## src/rtl/result_collector.sv

```systemverilog
`default_nettype none
// ============================================================================
// Module      : result_collector
// Description : Gathers NUM_RES ALU result words into a local buffer, tracks
//               the running unsigned maximum and replays the words in order
//               over a valid/ready stream, then pulses done.
// Revision    : 1.0 - initial release
// ============================================================================
module result_collector #(
    parameter int DATA_W  = 19,
    parameter int NUM_RES = 16
) (
    input  logic              clk,
    input  logic              rst,
    input  logic              start_in,
    input  logic              res_valid,
    input  logic [DATA_W-1:0] res_data,
    output logic              res_ready,
    output logic              out_valid,
    input  logic              out_ready,
    output logic [DATA_W-1:0] out_data,
    output logic              out_last,
    output logic [DATA_W-1:0] max_val,
    output logic              busy,
    output logic              done,
    output logic              err_drop
);

    localparam int c_PTR_W = (NUM_RES > 1) ? $clog2(NUM_RES) : 1;
    localparam logic [c_PTR_W-1:0] c_LAST_IDX = c_PTR_W'(NUM_RES - 1);

    typedef enum logic [1:0] {
        S_IDLE    = 2'd0,
        S_COLLECT = 2'd1,
        S_READOUT = 2'd2,
        S_DONE    = 2'd3
    } state_t;

    state_t              r_state;
    logic [c_PTR_W-1:0]  r_wr_ptr;
    logic [c_PTR_W-1:0]  r_rd_ptr;
    logic [DATA_W-1:0]   r_max_val;
    logic                r_err_drop;
    logic [DATA_W-1:0]   r_buf [NUM_RES];

    logic                w_accept;
    logic                w_drop;

    // A word is taken only while collecting; any other valid word is lost
    assign w_accept = (r_state == S_COLLECT) && res_valid;
    assign w_drop   = (r_state != S_COLLECT) && res_valid;

    // Control FSM with pointers, running maximum and sticky drop flag
    always_ff @(posedge clk or posedge rst) begin
        if (rst) begin
            r_state    <= S_IDLE;
            r_wr_ptr   <= '0;
            r_rd_ptr   <= '0;
            r_max_val  <= '0;
            r_err_drop <= 1'b0;
        end else begin
            if (w_drop) begin
                r_err_drop <= 1'b1;
            end
            case (r_state)
                S_IDLE: begin
                    // A new job clears the statistics of the previous one
                    if (start_in) begin
                        r_state    <= S_COLLECT;
                        r_wr_ptr   <= '0;
                        r_rd_ptr   <= '0;
                        r_max_val  <= '0;
                        r_err_drop <= 1'b0;
                    end
                end
                S_COLLECT: begin
                    if (res_valid) begin
                        r_wr_ptr <= r_wr_ptr + 1'b1;
                        if (res_data > r_max_val) begin
                            r_max_val <= res_data;
                        end
                        if (r_wr_ptr == c_LAST_IDX) begin
                            r_state <= S_READOUT;
                        end
                    end
                end
                S_READOUT: begin
                    if (out_ready) begin
                        r_rd_ptr <= r_rd_ptr + 1'b1;
                        if (r_rd_ptr == c_LAST_IDX) begin
                            r_state <= S_DONE;
                        end
                    end
                end
                S_DONE: begin
                    r_state <= S_IDLE;
                end
                default: begin
                    r_state <= S_IDLE;
                end
            endcase
        end
    end

    // Result storage; contents are never read before being written in a job
    always_ff @(posedge clk) begin
        if (w_accept) begin
            r_buf[r_wr_ptr] <= res_data;
        end
    end

    // Outputs decode directly from the state register so reset acts at once
    assign res_ready = (r_state == S_COLLECT);
    assign out_valid = (r_state == S_READOUT);
    assign out_data  = (r_state == S_READOUT) ? r_buf[r_rd_ptr] : '0;
    assign out_last  = (r_state == S_READOUT) && (r_rd_ptr == c_LAST_IDX);
    assign busy      = (r_state != S_IDLE);
    assign done      = (r_state == S_DONE);
    assign max_val   = r_max_val;
    assign err_drop  = r_err_drop;

endmodule
`default_nettype wire

```

## config.mk

```make
export PLATFORM = sky130hd
export DESIGN_NAME = result_collector
export DESIGN_NICKNAME = d
export VERILOG_FILES = /design/src/rtl/result_collector.sv
export SDC_FILE = /design/constraint.sdc
export NUM_CORES = 1
export LEC_CHECK = 0
export BUFFER_PORTS_ARGS = -buffer_cell sky130_fd_sc_hd__buf_2
export CAP_MARGIN = 30
export CORE_ASPECT_RATIO = 1.5
export CORE_UTILIZATION = 25
export DETAILED_ROUTE_END_ITERATION = 6
export HOLD_SLACK_MARGIN = 0.1
export SLEW_MARGIN = 10
export SYNTH_ARGS = -nofsm -noshare
export SYNTH_HDL_FRONTEND = slang
export SYNTH_SLANG_ARGS = --single-unit
export TNS_END_PERCENT = 100
```

## constraint.sdc

```tcl
create_clock -name clk -period 3 [get_ports clk]
set_input_delay 0.15 -clock clk [delete_from_list [all_inputs] [get_ports clk]]
set_output_delay 0.15 -clock clk [all_outputs]
set_load 0.005 [all_outputs]
```

==> metrics.csv <==
stage;metric;value;unit
min_path;Hold Path Origin;res_data[14];
floorplanning;Chip Width;197;um
logic_synthesis;commonest cells in the synthesized netlist;304 x edfxtp_1, 95 x mux4_2, 45 x inv_1;
timing;RSZ-0062 raised after global routing;false;
final_layout;final core utilization;30.1;%
final_layout;Layout area overhead;18.8;%
timing;Setup Skew;0.0134;ns
final_layout;layout cells sized above 1;28.8;%
drt;drt pass-1 iters;5;
place;post-detail-place hpwl;22800;um
floorplanning;Core ar.;56000;um2
outcome;outcome;finished clean;
global_route;initial antenna violation count;0;
logic_synthesis;Post-synth EDFFs;304;
min_path;Hold Crit Endpoint;r_buf[1][14]$_DFFE_PP_;
power_and_ir_drop;P_leak;5.51;nW
power_and_ir_drop;peak supply drop;0.460;mV
min_path;worst hold path type;input port to flop;
power_and_ir_drop;total power;0.0133;W
setup_path;endpoint type of the worst setup path;primary output;
power_and_ir_drop;Pwr Density;791;nW/um2
logic_synthesis;Synth Warn #;0;
drt;initial drt markers;620;
setup_path;element type at the critical path start;flop;
setup_path;FF-to-FF setup slack;0.49;ns
logic_synthesis;most numerous cell in the Yosys netlist;edfxtp_1;
timing;Final period util;96.2;%
global_route;largest net degree at the start of global routing;39;
setup_path;critical path class;flop to primary output;
drt;Total Routed Length;36600;um
floorplanning;die area;57700;um2
floorplanning;I/O pin total;68;
timing;final setup fails;0;
timing;min Tclk post-route;2.89;ns
setup_path;CP max FO;27;
timing;post-route setup TNS;0;ns
cts;Clock Pin Slew Worst Setup and Hold Paths;0.07;ns
place;IO buf count;67;
cts;worst-skew pair later-pin latency;0.56;ns
drt;via count;7751;
drt;DR WL/cell;21.9;um
logic_synthesis;post-synthesis instance area;14200;um2
cts;H-tree depth;1;
place;Final GP Congestion;0.789;
cts;Max Buffers Root-to-Sink;3;
floorplanning;Die Y;294;um
logic_synthesis;top_reg_cell synth;edfxtp_1;
setup_path;reg2reg start;r_state[0]$_DFFE_PP0P_;
timing;Worst-Margin Slew;0.799;ns
logic_synthesis;syn nets;831;
cts;CTS Root Cell;clkbuf_16;
place;dpl cells;1595;
timing;final hold viol count;0;
timing;Max Freq;346;MHz
logic_synthesis;Post-synth ARST share;8.98;%
floorplanning;row count;106;
logic_synthesis;#FFs+latches synth;334;
global_route;first-pass GRT wire length;53700;um
run;maxcap violations;0;
global_route;GR Overflow Total;0;
logic_synthesis;area fraction of the dominant cell type after synthesis;64.3;%
drt;DRC;0;
floorplanning;Initial Utilization;25.3;%
setup_path;Reg2Reg Depth;8;
timing;Slew Limit Fails;0;
logic_synthesis;Syn Area/Cell;18.2;um2
final_layout;Post-Layout Cell Count;1672;
logic_synthesis;Synth area leaders;edfxtp_1 64%, mux4_2 15%, dfrtp_1 5.3%, ha_1 2.5%, and2_1 1.5%;
cts;CTS Sinks;334;
final_layout;Final nets;947;
logic_synthesis;number of library cell types mapped by synthesis;40;
drt;antenna viol nets, final;0;
logic_synthesis;register area share after synthesis;69.6;%
min_path;Min-Delay Path Depth;2;
setup_path;WP data arrival;2.74;ns
global_route;number of global-route vias before repair;8122;
final_layout;Inserted Diodes;0;
cts;TritonCTS Buffers;31;
setup_path;RR Endpoint;max_val[14]$_DFFE_PP0P_;
global_route;Overall Global Routing Usage;12.7;%
logic_synthesis;Post-Synthesis Cells;779;
drt;vias per inst;4.64;
timing;slew margin rel.;46.7;%
logic_synthesis;Synth area leader;edfxtp_1;
cts;CTS tree;yes;
setup_path;critical path required time;2.85;ns
[stage by stage]
step	setup slack, ns	hold WS, ns	area [um2]
floorplan	0.803	0.240	14200
global placement	0.568	0.341	15600
detailed placement	0.538	0.351	15600
CTS	0.00831	0.110	16800
global route	0.0120	0.120	16900
finish	0.113	0.129	16900
[how the worst max path moves through the flow]
| stage | end | slack [ns] | start | cells past startpoint |
|---|---|---|---|---|
| finish | out_data[17] | 0.11 | r_rd_ptr[0]$_DFFE_PP0P_ | 5 |
| global placement | max_val[4]$_DFFE_PP0P_ | 0.57 | res_data[9] | 7 |
| floorplan | max_val[0]$_DFFE_PP0P_ | 0.80 | max_val[6]$_DFFE_PP0P_ | 9 |
| detailed placement | max_val[6]$_DFFE_PP0P_ | 0.54 | res_data[9] | 7 |
| CTS | out_data[9] | 0.008 | r_rd_ptr[0]$_DFFE_PP0P_ | 5 |
| global route | out_data[3] | 0.01 | r_rd_ptr[0]$_DFFE_PP0P_ | 5 |
[critical path, stage by stage (launching register included)]
cell and delay (ns):
dfrtp_4 0.54, buf_16 0.25, mux4_2 0.54, mux4_2 0.47, and2_1 0.22, buf_2 0.14
[sequential cells by signal, indices dropped and copies added, names as in the netlist]
name and cells:
r_rd_ptr 4, r_wr_ptr 4, r_state 2, err_drop 1
r_buf 304, max_val 19
[cells by family (layout without fill, tap and decap cells)]
group / Yosys count / after routing / share of synthesized area, %
and+or+nand+nor: 122 / 122 / 4.42
adders and majority gates: 28 / 28 / 2.47
buffers and inverters: 102 / 239 / 3.10
muxes: 97 / 97 / 15.2
AOI/OAI and AO/OA: 96 / 96 / 5.13
DFF: 334 / 334 / 69.6
[layout make-up]
type | count | area [um2]
multi-input cells | 343 | 3870
repair buffers | 136 | 1020
well taps | 756 | 946
fillers | 5574 | 39100
inverters | 49 | 184
flip-flops and latches | 334 | 9890
clock buffers | 37 | 798
clock inverters | 17 | 148
[report_power, final]
group / total, W / switching [W] / internal, W / leakage (nW)
logic: 0.00395 / 0.00203 / 0.00191 / 1.92
registers: 0.00564 / 0.000283 / 0.00535 / 3.13
clock network: 0.00375 / 0.00168 / 0.00207 / 0.465
total: 0.0133 / 0.00400 / 0.00934 / 5.51
[routing by layer]
layer  vias to the layer above  part of all wire (%)  GRT usage (%)
li1                       3385                     -              -
met1                      4127                    42           16.3
met2                       194                    52           22.4
met3                        45                   4.1           1.58
met4                         0                   2.1           3.60
met5                         -                     0              0
[placed cells by master, fill, tap and decap left out, types with 7 or more instances in the layout]
| master | count |
|---|---|
| a211oi_1 | 21 |
| a21oi_1 | 9 |
| a32oi_1 | 19 |
| and2_1 | 35 |
| buf_2 | 67 |
| buf_4 | 43 |
| clkbuf_16 | 32 |
| dfrtp_1 | 27 |
| dlygate4sd3_1 | 18 |
| edfxtp_1 | 304 |
| ha_1 | 28 |
| inv_1 | 45 |
| mux4_2 | 95 |
| nand2_1 | 33 |
| nand3_1 | 7 |
| nand4_1 | 7 |
| nor2_1 | 9 |
| nor3_1 | 22 |
| o21ai_1 | 8 |
| o221ai_1 | 20 |
[timing repair]
item                                   in CTS  in global routing
setup endpoints to repair                   0                 10
endpoints found under the hold margin     230                  0
hold buffers                               18                  0
setup buffers                               0                  4
gates resized for setup                     0                  2
Power figures use the tool's default switching activity.
